$ cat src/rtl/alu_pkg.sv
// Shared definitions for the ALU issuer: sizing, opcodes, FSM states and the
// program-entry layout.
package alu_pkg;

   localparam int DEPTH = 8;
   localparam int AW    = 3;
   localparam int LAT   = 3;
   localparam int WW    = $clog2(LAT + 1);

   localparam logic [2:0] OP_ADD = 3'd0;
   localparam logic [2:0] OP_NOT = 3'd1;
   localparam logic [2:0] OP_SHL = 3'd2;
   localparam logic [2:0] OP_SHR = 3'd3;
   localparam logic [2:0] OP_EQ  = 3'd4;
   localparam logic [2:0] OP_GT  = 3'd5;
   localparam logic [2:0] OP_STA = 3'd6;
   localparam logic [2:0] OP_STL = 3'd7;

   typedef enum logic [2:0] {
      S_IDLE,
      S_ISSUE,
      S_WAIT,
      S_CAPTURE,
      S_DONE
   } state_t;

   typedef struct packed {
      logic [7:0] instr;
      logic [3:0] a;
      logic [3:0] b;
   } entry_t;

   // Store opcodes drive nothing onto the operator's result mux.
   function automatic logic has_result(input logic [2:0] op);
      return op <= OP_GT;
   endfunction

endpackage

$ cat src/rtl/alu_issuer_if.sv
// Operator-side bus: the issuer drives instr/A/B and reads back dato_mux.
interface alu_issuer_if;
   logic [7:0] alu_instr;
   logic [3:0] alu_a;
   logic [3:0] alu_b;
   logic [3:0] alu_result;

   modport master (output alu_instr, output alu_a, output alu_b, input alu_result);
   modport slave  (input alu_instr, input alu_a, input alu_b, output alu_result);
endinterface

$ cat src/rtl/alu_prog_mem.sv
// Program store: DEPTH entries of {instr, A, B}, one write port, one async read port.
module alu_prog_mem
   import alu_pkg::*;
(
   input  logic          clk,
   input  logic          i_we,
   input  logic [AW-1:0] i_waddr,
   input  entry_t        i_wdata,
   input  logic [AW-1:0] i_raddr,
   output entry_t        o_rdata
);

   entry_t r_mem [DEPTH];

   // NOTE: storage array has no reset; contents are undefined until loaded,
   // which keeps it a plain regfile instead of DEPTH*16 resettable flops.
   always_ff @(posedge clk) begin
      if (i_we) r_mem[i_waddr] <= i_wdata;
   end

   assign o_rdata = r_mem[i_raddr];

endmodule

$ cat src/rtl/alu_issuer.sv
// Runs a loaded program of (instr,A,B) entries through the pipelined 4-bit ALU,
// holding operands for LAT cycles and reporting each result with a valid strobe.
module alu_issuer
   import alu_pkg::*;
(
   input  logic            clk,
   input  logic            rst_n,
   input  logic            load_en,
   input  logic [AW-1:0]   load_addr,
   input  logic [7:0]      load_instr,
   input  logic [3:0]      load_a,
   input  logic [3:0]      load_b,
   input  logic [AW:0]     count,
   input  logic            start,
   alu_issuer_if.master    op,
   output logic            busy,
   output logic            done,
   output logic            res_valid,
   output logic [AW-1:0]   res_idx,
   output logic [2:0]      res_op,
   output logic [3:0]      res_data
);

   localparam logic [AW:0] DEPTH_C = (AW + 1)'(DEPTH);

   state_t        r_state;
   logic [AW-1:0] r_pc;
   logic [AW-1:0] r_last;
   logic [WW-1:0] r_wcnt;
   logic [7:0]    r_alu_instr;
   logic [3:0]    r_alu_a;
   logic [3:0]    r_alu_b;
   logic          r_busy;
   logic          r_done;
   logic          r_res_valid;
   logic [AW-1:0] r_res_idx;
   logic [2:0]    r_res_op;
   logic [3:0]    r_res_data;

   logic          w_we;
   entry_t        w_wdata;
   logic [AW-1:0] w_raddr;
   entry_t        w_rdata;
   entry_t        w_entry;
   logic [AW:0]   w_count_sat;
   logic [2:0]    w_op;

   assign w_we        = load_en && (r_state == S_IDLE);
   assign w_wdata     = '{instr: load_instr, a: load_a, b: load_b};
   assign w_raddr     = (r_state == S_CAPTURE) ? r_pc + AW'(1) : '0;
   // A write to entry 0 in the start cycle is forwarded so the run sees it.
   assign w_entry     = (w_we && load_addr == '0) ? w_wdata : w_rdata;
   assign w_count_sat = (count > DEPTH_C) ? DEPTH_C : count;
   assign w_op        = r_alu_instr[7:5];

   alu_prog_mem u_mem (
      .clk     (clk),
      .i_we    (w_we),
      .i_waddr (load_addr),
      .i_wdata (w_wdata),
      .i_raddr (w_raddr),
      .o_rdata (w_rdata)
   );

   // NOTE: all state uses non-blocking assignments so every register samples
   // pre-edge values regardless of statement order.
   always_ff @(posedge clk or negedge rst_n) begin
      if (!rst_n) begin
         r_state     <= S_IDLE;
         r_pc        <= '0;
         r_last      <= '0;
         r_wcnt      <= '0;
         r_alu_instr <= '0;
         r_alu_a     <= '0;
         r_alu_b     <= '0;
         r_busy      <= 1'b0;
         r_done      <= 1'b0;
         r_res_valid <= 1'b0;
         r_res_idx   <= '0;
         r_res_op    <= '0;
         r_res_data  <= '0;
      end else begin
         r_done      <= 1'b0;
         r_res_valid <= 1'b0;
         unique case (r_state)
            S_IDLE: begin
               if (start) begin
                  if (w_count_sat == '0) begin
                     r_state <= S_DONE;
                     r_done  <= 1'b1;
                  end else begin
                     r_state     <= S_ISSUE;
                     r_busy      <= 1'b1;
                     r_pc        <= '0;
                     r_last      <= AW'(w_count_sat - (AW + 1)'(1));
                     r_alu_instr <= w_entry.instr & 8'hE0;
                     r_alu_a     <= w_entry.a;
                     r_alu_b     <= w_entry.b;
                  end
               end
            end
            S_ISSUE: begin
               r_wcnt  <= WW'(LAT - 1);
               r_state <= S_WAIT;
            end
            S_WAIT: begin
               r_wcnt <= r_wcnt - WW'(1);
               if (r_wcnt <= WW'(1)) r_state <= S_CAPTURE;
            end
            S_CAPTURE: begin
               if (has_result(w_op)) begin
                  r_res_valid <= 1'b1;
                  r_res_data  <= op.alu_result;
                  r_res_idx   <= r_pc;
                  r_res_op    <= w_op;
               end
               if (r_pc == r_last) begin
                  r_state <= S_DONE;
                  r_done  <= 1'b1;
                  r_busy  <= 1'b0;
                  r_pc    <= '0;
               end else begin
                  r_pc        <= r_pc + AW'(1);
                  r_state     <= S_ISSUE;
                  r_alu_instr <= w_entry.instr & 8'hE0;
                  r_alu_a     <= w_entry.a;
                  r_alu_b     <= w_entry.b;
               end
            end
            S_DONE:  r_state <= S_IDLE;
            default: r_state <= S_IDLE;
         endcase
      end
   end

   assign op.alu_instr = r_alu_instr;
   assign op.alu_a     = r_alu_a;
   assign op.alu_b     = r_alu_b;
   assign busy         = r_busy;
   assign done         = r_done;
   assign res_valid    = r_res_valid;
   assign res_idx      = r_res_idx;
   assign res_op       = r_res_op;
   assign res_data     = r_res_data;

endmodule

$ cat src/flat_wrapper.sv
// flat-port wrapper written by rule: the top's interface ports become plain ports
module alu_issuer_flat import alu_pkg::*;
  (clk, rst_n, load_en, load_addr, load_instr, load_a, load_b, count, start, busy, done, res_valid, res_idx, res_op, res_data, op_alu_instr, op_alu_a, op_alu_b, op_alu_result);
  alu_issuer_if op_i ();
  input  logic clk;
  input  logic rst_n;
  input  logic load_en;
  input  logic [AW-1:0] load_addr;
  input  logic [7:0] load_instr;
  input  logic [3:0] load_a;
  input  logic [3:0] load_b;
  input  logic [AW:0] count;
  input  logic start;
  output logic busy;
  output logic done;
  output logic res_valid;
  output logic [AW-1:0] res_idx;
  output logic [2:0] res_op;
  output logic [3:0] res_data;
  output wire logic [$bits(op_i.alu_instr)-1:0] op_alu_instr;
  output wire logic [$bits(op_i.alu_a)-1:0] op_alu_a;
  output wire logic [$bits(op_i.alu_b)-1:0] op_alu_b;
  input wire logic [$bits(op_i.alu_result)-1:0] op_alu_result;
  assign op_alu_instr = op_i.alu_instr;
  assign op_alu_a = op_i.alu_a;
  assign op_alu_b = op_i.alu_b;
  assign op_i.alu_result = op_alu_result;
  alu_issuer u_core (.clk(clk), .rst_n(rst_n), .load_en(load_en), .load_addr(load_addr), .load_instr(load_instr), .load_a(load_a), .load_b(load_b), .count(count), .start(start), .op(op_i), .busy(busy), .done(done), .res_valid(res_valid), .res_idx(res_idx), .res_op(res_op), .res_data(res_data));
endmodule
$ cat config.mk
export PLATFORM = sky130hd
export DESIGN_NAME = alu_issuer_flat
export DESIGN_NICKNAME = d
export VERILOG_FILES = /design/src/rtl/alu_pkg.sv /design/src/rtl/alu_issuer_if.sv /design/src/rtl/alu_prog_mem.sv /design/src/rtl/alu_issuer.sv /design/src/flat_wrapper.sv
export SDC_FILE = /design/constraint.sdc
export NUM_CORES = 1
export LEC_CHECK = 0
export BUFFER_PORTS_ARGS = -buffer_cell sky130_fd_sc_hd__buf_2
export CAP_MARGIN = 20
export CELL_PAD_IN_SITES_DETAIL_PLACEMENT = 0
export CELL_PAD_IN_SITES_GLOBAL_PLACEMENT = 1
export CORE_ASPECT_RATIO = 1.75
export CORE_UTILIZATION = 51
export CTS_CLUSTER_SIZE = 40
export DETAILED_ROUTE_END_ITERATION = 10
export PLACE_DENSITY_LB_ADDON = 0.1
export SETUP_SLACK_MARGIN = 0.4
export SLEW_MARGIN = 20
export SYNTH_ARGS = -nofsm -noshare
export SYNTH_HDL_FRONTEND = slang
export SYNTH_SLANG_ARGS = --single-unit
$ cat constraint.sdc
create_clock -name clk -period 5.85 [get_ports clk]
set_clock_uncertainty 0.2 [all_clocks]
set_input_delay 0.585 -clock clk [delete_from_list [all_inputs] [get_ports clk]]
set_output_delay 0.585 -clock clk [all_outputs]
set_load 0.01 [all_outputs]
# == Word level (Yosys, flattened, before mapping) ==
# Memory sizes are Yosys's and may differ from the RTL's.
# Cells that the tools add are included.
# classes
n_bitwise,1
n_div,0
n_mux,37
n_shift,0
addsub,3
n_reduce_logical,13
multipliers,0
n_lt_le_gt_ge,3
n_eq_ne,9
# op_table
op,n
$mux W4,7
$mux W3,8
$mux W8,3
$mux W16,1
$pmux W4 S2,2
$pmux W8 S2,1
$pmux W3 S4,1
$mux W1,10
$ne A2 B2 Y1 const B,4
$reduce_and A4 Y1,2
$eq A3 B2 Y1 const B,2
$logic_not A3 Y1,2
$pmux W3 S2,1
$reduce_and A3 Y1,2
$gt A4 B4 Y1 const B,1
$logic_not A4 Y1,1
$pmux W1 S2,2
$pmux W2 S2,1
$reduce_and A2 Y1,2
$reduce_bool A2 Y1,2
$add A3 B1 Y3 const B,1
$eq A3 B1 Y1 const B,1
$eq A3 B3 Y1,1
$le A3 B3 Y1 const B,1
other kinds (6),7
# word_totals
input_bits,31
latchBits,0
romBits,0
output_inout_bits,29
elab_cells,80
mem_count,1
regBits,40
ramBits,128
# memory_table
memory,depth,width,rd,rd_ports_with_merged_regs,write_ports,line_no,text
u_core.u_mem.r_mem,8,16,1,0,1,alu_prog_mem.sv:13,entry_t r_mem [DEPTH];

# == Longest topological paths before layout ==
# Gate-level depths: netlist (run 1).
# depth
depth_word,7
depth_mapped,9
mapped_depth_nobuf,7

# == Modules after synthesis ==
# From an unflattened synthesis (run 1), not the netlist that was laid out.
# unflattened
cells_unflattened,356
area_unflattened_um2,6688.9
# modules_own_cells
mod,cells_per_inst,area_each_um2,seq_area_each_um2,n_inst
alu_prog_mem,198,4973.5,3843.7,1
alu_issuer,158,1715.4,875.8,1

# == Worst setup path after synthesis (run 1) ==
# OpenSTA, ideal clock, no wires.
# synth_path
kind,input to register
start,in count[3]
end,"reg u_core.r_alu_instr[5], in the netlist u_core.op.alu_instr[5]"
path_buffers,2
required_ns,5.529
setup_slack_ns,3.331
stages,8
setup_ns,0.121
arrival_ns,2.198
cell_sequence,nand2b_1 > ha_1 > or3b_1 > or4b_1 > buf_2 > a21boi_4 > buf_6 > a22o_1
# synth_via
elab_chain_cells,5
# synth_lines
element,line_no,text
from (decl),flat_wrapper.sv:12,input logic [AW:0] count;
$gt A4 B4 Y1,alu_issuer.sv:53,assign w_count_sat = (count > DEPTH_C) ? DEPTH_C : count;
$mux W4 (*),alu_issuer.sv:53,
$logic_not A4 Y1 (*),alu_issuer.sv:88,if (w_count_sat == '0) begin
$ne A2 B2 Y1 (no source line) (*),-,
$reduce_and A4 Y1 (no source line) (*),-,
to (signal assigned),alu_issuer.sv:96,r_alu_instr <= w_entry.instr & 8'hE0;
to (signal assigned),alu_issuer.sv:125,r_alu_instr <= w_entry.instr & 8'hE0;
to (decl),alu_issuer.sv:30,logic [7:0] r_alu_instr;
# Every way passes the cells marked *; elsewhere a longest branch is shown, timed or not.
# A chain may end at the register's enable or synchronous reset.

# == Worst setup path in the final report (run 1) ==
# layout_path
start,reg u_core.r_pc[0]
end,"reg u_core.r_alu_a[1], in the netlist u_core.op.alu_a[1]"
# layout_via
elab_chain_cells,7
elab_cells_between_ends,11
classes_between,add/sub (1); eq/ne (2); mux (6); reduce/logical (1); memory (1)
# layout_lines
element,line_no,text
from (decl),alu_issuer.sv:27,logic [AW-1:0] r_pc;
from (signal assigned),alu_issuer.sv:123,r_pc <= r_pc + AW'(1);
$add A3 B1 Y3,alu_issuer.sv:50,assign w_raddr = (r_state == S_CAPTURE) ? r_pc + AW'(1) : '0;
$mux W3,alu_issuer.sv:50,
$mem_v2 Z8 W16,-,
$mux W16,alu_issuer.sv:52,assign w_entry = (w_we && load_addr == '0) ? w_wdata : w_rdata;
$mux W4,alu_issuer.sv:88,
$mux W4,alu_issuer.sv:87,if (start) begin
$pmux W4 S2,alu_issuer.sv:85,unique case (r_state)
to (signal assigned),alu_issuer.sv:97,r_alu_a <= w_entry.a;
to (signal assigned),alu_issuer.sv:126,r_alu_a <= w_entry.a;
to (decl),alu_issuer.sv:31,logic [3:0] r_alu_a;
# Several ways; a longest one is shown, not always the timed one. The select of a mux whose other input is x is not followed.

==> impl_metrics.toml, run 1 <==
[status]
status = "complete, no violations"

[clock_network]
cts_buffers = 17
cts_sinks = 123
cts_tree = "yes"
hold_buffers = 0
worstSkewPairLatency_ns = 0.42
cts.htree.levels = 4
root_buffer = "clkbuf_16"
clk_path_buf_depth = 2
post_cts_buffers = 0
cts.clk_slew.worst_paths_ns = 0.06
cts_resized = 0

[timing]
hold_viol = 0
setup_violations = 0
drv_slew = 0
slew-limit-headroom_pct = 26.26
tns_ns = 0
rsz0062_at_grt = "false"
fmax_mhz = 274.8
finalCriticalPeriod_ns = 3.639
timing.final.crit_share_pct = 62.20
tightest_slew_ns = 1.102
hold_ws_ns = 0.05316

[detailed_routing]
ant_nets = 0
wirelength_mm = 11.31
wl_met2_mm = 6.095
first_pass_iters = 4
drt_iter0_drc = 145
drc = 0
wl_per_cell_um = 19.30
num_vias = 3379
drt-met1-wl_mm = 4.596
top_layer_used = "met4"
wl_met3_um = 313
drt-vias-per-instance = 5.766

[global_route]
grt_pass1_vias = 3362
antenna_found_initial = 0
grt_remaining_overflow = 0
grt_first_pass_wirelength_mm = 17.66
grt_max_degree = 36
grt_use_total_pct = 22.89

[floorplan]
io_pins = 60
initial_core_util_pct = 52.95
die-area_um2 = 10780
fp.dieH_um = 136.6
core_area_um2 = 9970
die_w_um = 78.91
rows = 48

[synthesis]
syn_area_um2 = 5279
synthTopCellsByArea = "edfxtp_1 (50%), dfrtp_1 (17%), mux2i_1 (4.6%)"
syn_avg_cell_area_um2 = 13.33
synth_ff_type = "edfxtp_1"
netlist.area_leader.share_pct = 50.06
synth_seq_cells = 123
synth_edf_count = 88
yosysUniqueCellTypes = 49
ys_async_sr_fraction_pct = 28.46
synthCells = 396
ys_warn_count = 0
yosysSeqAreaShare_pct = 66.65
yosys.area.top_type = "edfxtp_1"

[worst_setup_path]
path_cells = "buf_4 -> ha_1 -> nand4b_1 -> a211oi_1 -> a211oi_1 -> nor3_1 -> o31ai_2"
path_max_fanout = 32
crit_type = "reg2reg"
cp_slowest_stage_delay_ns = 0.93
endpoint_kind = "register"
cp-start-kind = "register"
crit_path_frequent_cell = "a211oi_1"
crit_arrival_ns = 3.70
crit_slowest_cell = "ha_1"
cp_data_required_time_ns = 5.91

[placed_design]
port_buffers = 49
hpwl_mm = 7.270
gp_congestion = 0.7693

[power]
irDropWorstVdd_mv = 0.3126
power_density_nw_per_um2 = 501.0
power.leakage_nw = 2.492

[finish]
fillers = 820
area_growth_pct = 17.18
antenna_cells = 0
fin_nets = 483
drive_above_1_share_pct = 22.34

[worst_hold_path]
hp-class = "in2async"

[job]
max_cap_viol_count = 0
layer usage:
metal	up-vias	global-route usage (%)
li1	1572	-
met1	1693	26.44
met2	92	40.24
met3	22	3.333
met4	0	12.93
met5	-	0
registers in the layout, indices dropped and copies added, names as in the netlist, 4 cells and up:
name                cells
u_core.op.alu_a         4
u_core.op.alu_b         4
u_core.u_mem.r_mem     88
u_core.res_data         4
cells in the final DEF (no fill, tap or decap), types with 5 or more instances in the layout:
cell type / netlist / final
o22a_1: 9 / 9
dfrtp_1: 35 / 35
a211oi_1: 12 / 12
nor2_1: 34 / 30
nand3_1: 9 / 9
edfxtp_1: 88 / 88
a21oi_2: 7 / 7
buf_4: 5 / 5
inv_1: 13 / 13
nand2b_1: 6 / 6
nand3b_1: 9 / 9
clkbuf_16: 0 / 19
clkbuf_1: 9 / 5
a22o_1: 8 / 8
buf_2: 8 / 49
o22ai_1: 21 / 21
o21ai_0: 7 / 7
xnor2_1: 6 / 6
mux2i_1: 24 / 24
a21oi_1: 7 / 7
conb_1: 1 / 5
nand2_1: 39 / 39
path summary, 6_finish.rpt:
check	cells past startpoint	slack, ns	end	from
worst max-delay path	7	2.21	u_core.op.alu_a[1]$_DFFE_PN0P_	u_core.r_pc[0]$_DFFE_PN0P_
max in group asynchronous	1	4.85	u_core.res_data[1]$_DFFE_PN0P_	rst_n
min in group clk	3	0.16	u_core.res_data[1]$_DFFE_PN0P_	op_alu_result[1]
worst min-delay path	1	0.05	u_core.r_wcnt[0]$_DFFE_PN0N_	rst_n
worst min register to register	2	0.27	u_core.res_data[2]$_DFFE_PN0P_	u_core.res_data[2]$_DFFE_PN0P_
worst max register to register	7	2.21	u_core.op.alu_a[1]$_DFFE_PN0P_	u_core.r_pc[0]$_DFFE_PN0P_
cells by family (layout without fill, tap and decap cells):
family | count (synthesis) | in the layout | share of synthesized area (%)
adders and majority gates | 4 | 4 | 0.9481
AOI/OAI and AO/OA | 82 | 82 | 11.71
DFF | 123 | 123 | 66.65
buffers and inverters | 40 | 101 | 3.816
and+or+nand+nor | 115 | 115 | 11.05
other | 1 | 5 | 0.07104
xor gates and xnor gates | 6 | 6 | 0.9955
muxes | 25 | 25 | 4.764
synth_stat cells (2+ instances only):
cell and count:
a211oi_1 12, a21oi_1 7, a21oi_2 7, a22o_1 8, and3b_1 2, buf_2 8
buf_4 5, buf_6 3, clkbuf_1 9, dfrtp_1 35, edfxtp_1 88, ha_1 4
inv_1 13, mux2i_1 24, nand2_1 39, nand2b_1 6, nand3_1 9, nand3b_1 9
nor2_1 34, nor2b_1 2, nor3_1 3, o21ai_0 7, o22a_1 9, o22ai_1 21
o31ai_2 3, xnor2_1 6
where the power goes:
group / total [W] / internal [W] / switching, W
combinational: 0.000903 / 0.000367 / 0.000536
clock: 0.00102 / 0.000667 / 0.000348
sequential: 0.00118 / 0.00107 / 0.000107
total: 0.00310 / 0.00211 / 0.000991
stage by stage:
| stage | area [µm²] | utilization (%) | cells | worst slack, ns | total power, W |
|---|---|---|---|---|---|
| 6_report | 6186 | 62.05 | 586 | 2.211 | 0.003099 |
| 5_1_grt | 6186 | 62.05 | 586 | 1.886 | 0.003264 |
| 4_1_cts | 6181 | 62.00 | 586 | 2.174 | 0.003114 |
| 3_5_place_dp | 5593 | 56.10 | 554 | 2.191 | 0.002101 |
| 3_3_place_gp | 5588 | 56.05 | 554 | 2.302 | 0.002069 |
| 2_1_floorplan | 5294 | - | 400 | 3.331 | 0.001849 |
layout make-up:
cell class | instances | area [µm²] | area share (%)
clock inverters | 5 | 52.55 | 0.8495
repair buffers | 54 | 282.8 | 4.571
flip-flops and latches | 123 | 3518 | 56.88
clock buffers | 27 | 535.5 | 8.657
multi-input cells | 237 | 1584 | 25.61
inverters | 15 | 56.30 | 0.9102
well taps | 125 | 156.4 | 2.528
critical path: cells and delay by family (launching register included):
kind	cells	cell delay, ns
fa+ha+maj	1	0.93
buf+inv	1	0.27
flops	1	0.36
simple gates	2	1.05
compound gates	3	0.67
(Power assumes the default switching activity.)
==> run 2, diff against run 1 <==
- CORE_UTILIZATION: 51 -> 43
- clock period: 5.85 -> 3 ns (I/O delays scaled with it)
==> run 2 against run 1 <==
Net effect:
- maximum frequency increased by 47%
- highest routed layer unchanged
- design area increased by 5.3%
- non-clock buffer count increased by 33
- hold slack got worse by 0.040 ns
- clock power increased by 92%
- critical endpoint is now u_core.op.alu_a[3]$_DFFE_PN0P_
==> impl_metrics.toml, run 2 (synthesis results as in run 1) <==
[finish]
largest_register_ffs = 88
final_common_cell = "edfxtp_1"
fin_nets = 516
drive_above_1_share_pct = 24.70
area_growth_pct = 23.35
antenna_cells = 0
final_cell_mix = "edfxtp_1 (88), buf_2 (49), nand2_1 (39), dfrtp_1 (35), nor2_1 (34)"
layoutNonFillerInstCount = 659
fin_area_um2 = 6511
largest_register = "u_core.u_mem.r_mem"

[detailed_routing]
ant_nets = 0
first_pass_iters = 4
drt-vias-per-instance = 5.135
drc = 0
wirelength_mm = 11.88
num_vias = 3384
wl_per_cell_um = 18.02
drt_iter0_drc = 148

[global_route]
grtUsageMet1_pct = 23.54
top_usage_layer = "met2"
antenna_found_initial = 0
grt_pass1_vias = 3461
grt_first_pass_wirelength_mm = 18.60
grt_use_total_pct = 20.15
grt_util_met2_pct = 35.48
met3_usage_pct = 4.218
grt_max_degree = 36
grt_remaining_overflow = 0

[clock_network]
cts_buffers = 17
worstSkewPairLatency_ns = 0.40
root_buffer = "clkbuf_16"
cts_sinks = 123
cts.htree.levels = 4
cts_tree = "yes"
cts.clk_slew.worst_paths_ns = 0.06
clk_path_buf_depth = 2

[timing]
drv_slew = 0
tightest_slew_ns = 0.8205
setup_ws_ns = 0.5195
setup_violations = 0
timing.final.crit_share_pct = 82.68
finalCriticalPeriod_ns = 2.480
rsz0062_at_grt = "false"
fmax_mhz = 403.2
slew-limit-headroom_pct = 45.30
hold_viol = 0
tns_ns = 0

[worst_setup_path]
path_max_fanout = 11
rr_worst_depth = 7
reg2reg_from = "u_core.r_pc[0]$_DFFE_PN0P_"
crit_type = "reg2reg"
cp_data_required_time_ns = 3.06
cp-start-kind = "register"
endpoint_kind = "register"
setup.worst_path.start = "u_core.r_pc[0]$_DFFE_PN0P_"
rrSetupSlack_ns = 0.52
crit_arrival_ns = 2.54

[power]
power_density_nw_per_um2 = 944.1
power.leakage_nw = 2.638
irDropWorstVdd_mv = 0.4950

[floorplan]
die_w_um = 85.76
fp.dieH_um = 148.6
rows = 53
io_pins = 60
die-area_um2 = 12740
initial_core_util_pct = 43.98
core_area_um2 = 12000

[placed_design]
gp_congestion = 0.7514
port_buffers = 49
placed_cell_area_um2 = 5786
hpwl_mm = 7.908
pre_cts_slack_ns = 0.3913
placed_cells = 612

[worst_hold_path]
hold_depth = 1
hp-class = "in2reg"
hp-start = "load_b[1]"

[status]
status = "complete, no violations"

[job]
max_cap_viol_count = 0
run 2: cell types whose count changed in the layout (fill, tap and decap cells not counted), sizes merged:
cell         previous run  this run
clkinvlp                0         2
clkbuf                 27        18
bufinv                  1         2
buf                    54        75
clkinv                  3         9
dlygate4sd3             0        12
run 2: cell type report:
class	instances	area (µm²)
clock buffer	18	429.2
clock inverter	14	145.1
fill	1032	5492
inverter	15	56.30
multi-input combinational	237	1583
sequential	123	3518
tap	165	206.4
timing repair buffer	87	573.1
run 2: worst paths after layout:
| check | end |
|---|---|
| min | u_core.u_mem.r_mem[2][1]$_DFFE_PP_ |
| min in group asynchronous | u_core.r_wcnt[0]$_DFFE_PN0N_ |
| max | u_core.op.alu_a[3]$_DFFE_PN0P_ |
| max reg2reg | u_core.op.alu_a[3]$_DFFE_PN0P_ |
| max in group asynchronous | u_core.op.alu_a[3]$_DFFE_PN0P_ |
| min reg2reg | u_core.res_data[1]$_DFFE_PN0P_ |
run 2: per-stage QoR:
| stage | utilization [%] | hold WS [ns] | total power (W) |
|---|---|---|---|
| 2_1_floorplan | - | -0.1956 | 0.003605 |
| 3_3_place_gp | 48.20 | 0.2424 | 0.004172 |
| 3_5_place_dp | 48.20 | 0.2478 | 0.004209 |
| 4_1_cts | 53.99 | 0.009875 | 0.006184 |
| 5_1_grt | 54.25 | 0.01137 | 0.006509 |
| 6_report | 54.25 | 0.01315 | 0.006147 |
run 2: metal layers:
layer	share of wire (%)	wire (µm)
met5	0	0
met4	0.80	95
met1	40	4791
met3	3.0	354
met2	56	6637
run 2: what timing repair did:
| item | in CTS | in global routing |
|---|---|---|
| hold buffers | 12 | 0 |
| endpoints found under the setup margin | 0 | 10 |
| buffers inserted | 0 | 3 |
| hold endpoints to repair | 95 | 0 |
| gates resized for setup | 0 | 1 |
run 2: critical path: stages (launching register included):
cell and delay, ns:
dfrtp_1 0.42, ha_1 0.36, buf_4 0.19, and4b_1 0.26
nand2_1 0.34, o22ai_1 0.16, nor3_1 0.30, o31ai_2 0.10
run 2: power by group:
group / total, W / internal, W / switching, W
logic: 0.00193 / 0.000829 / 0.00110
clock network: 0.00196 / 0.00122 / 0.000738
registers: 0.00225 / 0.00209 / 0.000161
total: 0.00615 / 0.00414 / 0.00200
==> run 3, diff against run 2 <==
- ABC_AREA: unset -> 1
- CORE_UTILIZATION: 43 -> 41
- clock period: 3 -> 2.05 ns (I/O delays scaled with it)
==> run 3 against run 2 <==
Net effect:
- cell count up 31%
- die area is 8.9% higher
- core utilization up 2.8 points
- via count up 18%
- critical endpoint is now u_core.u_mem.r_mem[2][1]$_DFFE_PP_
- largest cell class unchanged
- largest power group unchanged
==> impl_metrics.toml, run 3 <==
[timing]
tns_ns = 0
setup_violations = 0
hold_viol = 0
setup_ws_ns = 0.1298
rsz0062_at_grt = "true"
fmax_mhz = 520.8
finalCriticalPeriod_ns = 1.920
drv_slew = 0
timing.final.crit_share_pct = 93.67

[finish]
multi_input_area_um2 = 1684
final_cell_mix = "nand2_1 (98), edfxtp_1 (88), inv_1 (85), nor2_1 (84), nand3_1 (80)"
largest_register = "u_core.u_mem.r_mem"
area_growth_pct = 35.13
fin_nets = 716
seq_area_um2 = 3521
drive_above_1_share_pct = 24.06
fillers = 1156
layoutNonFillerInstCount = 865
final_common_cell = "nand2_1"
antenna_cells = 0
largest_register_ffs = 88

[detailed_routing]
first_pass_iters = 4
num_vias = 4005
drt_iter0_drc = 225
drc = 0
ant_nets = 0
wl_per_cell_um = 14.62
drt-vias-per-instance = 4.630
wirelength_mm = 12.65

[global_route]
grt_pass1_vias = 3857
grt_first_pass_wirelength_mm = 19.95
grt_max_degree = 47
grt_remaining_overflow = 0
antenna_found_initial = 0
grt_use_total_pct = 19.77

[worst_hold_path]
hp-class = "in2reg"

[clock_network]
cts.clk_slew.worst_paths_ns = 0.06
cts_sinks = 123
cts_tree = "yes"
clk_path_buf_depth = 2
root_buffer = "clkbuf_16"
cts_buffers = 17
cts.htree.levels = 4
worstSkewPairLatency_ns = 0.41

[power]
power_density_nw_per_um2 = 1292
finalPower_w = 0.009581
power.leakage_nw = 3.296
irDropWorstVdd_mv = 0.6799

[worst_setup_path]
path_max_fanout = 6
cp_slowest_stage_delay_ns = 0.40
crit_type = "reg2reg"
cp_data_required_time_ns = 1.97
crit_arrival_ns = 1.84
endpoint_kind = "register"
cp-start-kind = "register"
crit_slowest_cell = "dfrtp_1"
path_cells = "buf_6 -> nor3_4 -> nand2_1 -> nor2_2 -> inv_2 -> nor2_4 -> buf_12"

[floorplan]
die_w_um = 89.46
io_pins = 60
fp.dieH_um = 155.0
rows = 55
die-area_um2 = 13870
core_area_um2 = 13010
initial_core_util_pct = 42.19

[synthesis]
yosys.area.top_type = "edfxtp_1"
yosysSeqAreaShare_pct = 64.11
netlist.area_leader.share_pct = 48.15
ys_warn_count = 0
syn_area_um2 = 5488
yosysUniqueCellTypes = 27
synthCells = 574
synth_ff_type = "edfxtp_1"
synth_edf_count = 88
synth_most_common_cell = "nand2_1"
ys_async_sr_fraction_pct = 28.46
synth_seq_cells = 123
synth_common_cells = "nand2_1 (103), nor2_1 (96), inv_1 (90)"
synthTopCellsByArea = "edfxtp_1 (48%), dfrtp_1 (16%), nand3_1 (7.4%)"
syn_avg_cell_area_um2 = 9.561

[placed_design]
port_buffers = 49
gp_congestion = 0.7502
pre_cts_slack_ns = 0.02238
hpwl_mm = 7.868
placed_cells = 788

[job]
max_cap_viol_count = 0

[status]
status = "complete, no violations"
[run 3: what timing repair did]
action / 4_1_cts / 5_1_grt
setup buffers: 18 / 4
hold buffers: 20 / 0
endpoints found under the hold margin: 131 / 0
cloned: 2 / 1
setup endpoints to repair: 113 / 116
pin swaps: 8 / 9
gates resized for setup: 28 / 29
[run 3: per-stage QoR]
step / hold WS (ns) / util, % / area (µm²)
final: 0.01156 / 57.02 / 7416
after global routing: 0.03710 / 57.02 / 7416
after CTS: 0.02353 / 55.90 / 7271
after detailed placement: 0.07327 / 47.32 / 6155
after global placement: 0.06966 / 47.32 / 6155
after floorplan: -0.2906 / - / 5617
[run 3: kinds of logic (layout without fill, tap and decap cells)]
group,after synthesis,in the layout,share of synthesized area (%)
DFF,123,123,64.11
other,1,5,0.06833
buffers and inverters,121,237,8.915
xor gates and xnor gates,5,5,0.7980
AOI/OAI and AO/OA,28,28,2.645
adders and majority gates,4,4,0.9120
and+or+nand+nor,292,292,22.55
[run 3: cell type report]
cell class / instances / share of cell area (%)
Multi-Input combinational cell: 334 / 22.71
Timing Repair Buffer: 111 / 13.60
Tap cell: 171 / 2.885
Inverter: 94 / 5.062
Sequential cell: 123 / 47.48
Clock buffer: 17 / 5.736
Clock inverter: 15 / 2.531
[run 3: path summary, 6_finish.rpt]
kind | startpoint | endpoint | slack, ns | cells after the start
max | u_core.r_state[1]$_DFFE_PN0P_ | u_core.u_mem.r_mem[2][1]$_DFFE_PP_ | 0.13 | 7
min | count[1] | u_core.r_last[1]$_DFFE_PN0P_ | 0.01 | 4
max reg2reg | u_core.r_state[1]$_DFFE_PN0P_ | u_core.u_mem.r_mem[2][1]$_DFFE_PP_ | 0.13 | 7
min reg2reg | u_core.res_data[2]$_DFFE_PN0P_ | u_core.res_data[2]$_DFFE_PN0P_ | 0.28 | 2
max in group asynchronous | rst_n | u_core.r_state[0]$_DFFE_PN0P_ | 1.15 | 3
min in group asynchronous | rst_n | u_core.r_state[1]$_DFFE_PN0P_ | 0.16 | 3
[run 3: layer usage]
layer	GRT usage [%]	share of wire (%)	vias to the layer above
li1	-	-	2047
met1	23.46	42	1867
met2	34.79	54	82
met3	3.979	3.4	9
met4	6.878	1.2	0
met5	0	0	-
[run 3: power by group]
part | switching [W] | internal [W] | total [W] | leakage (nW)
registers | 0.000211 | 0.00306 | 0.00327 | 1.21
clock network | 0.00114 | 0.00193 | 0.00307 | 0.293
logic | 0.00187 | 0.00137 | 0.00324 | 1.79
[run 3: critical path: cells and delay by family (launching register included)]
kind          cells  cell delay [ns]
simple gates      4             0.65
flops             1             0.40
buf+inv           3             0.38
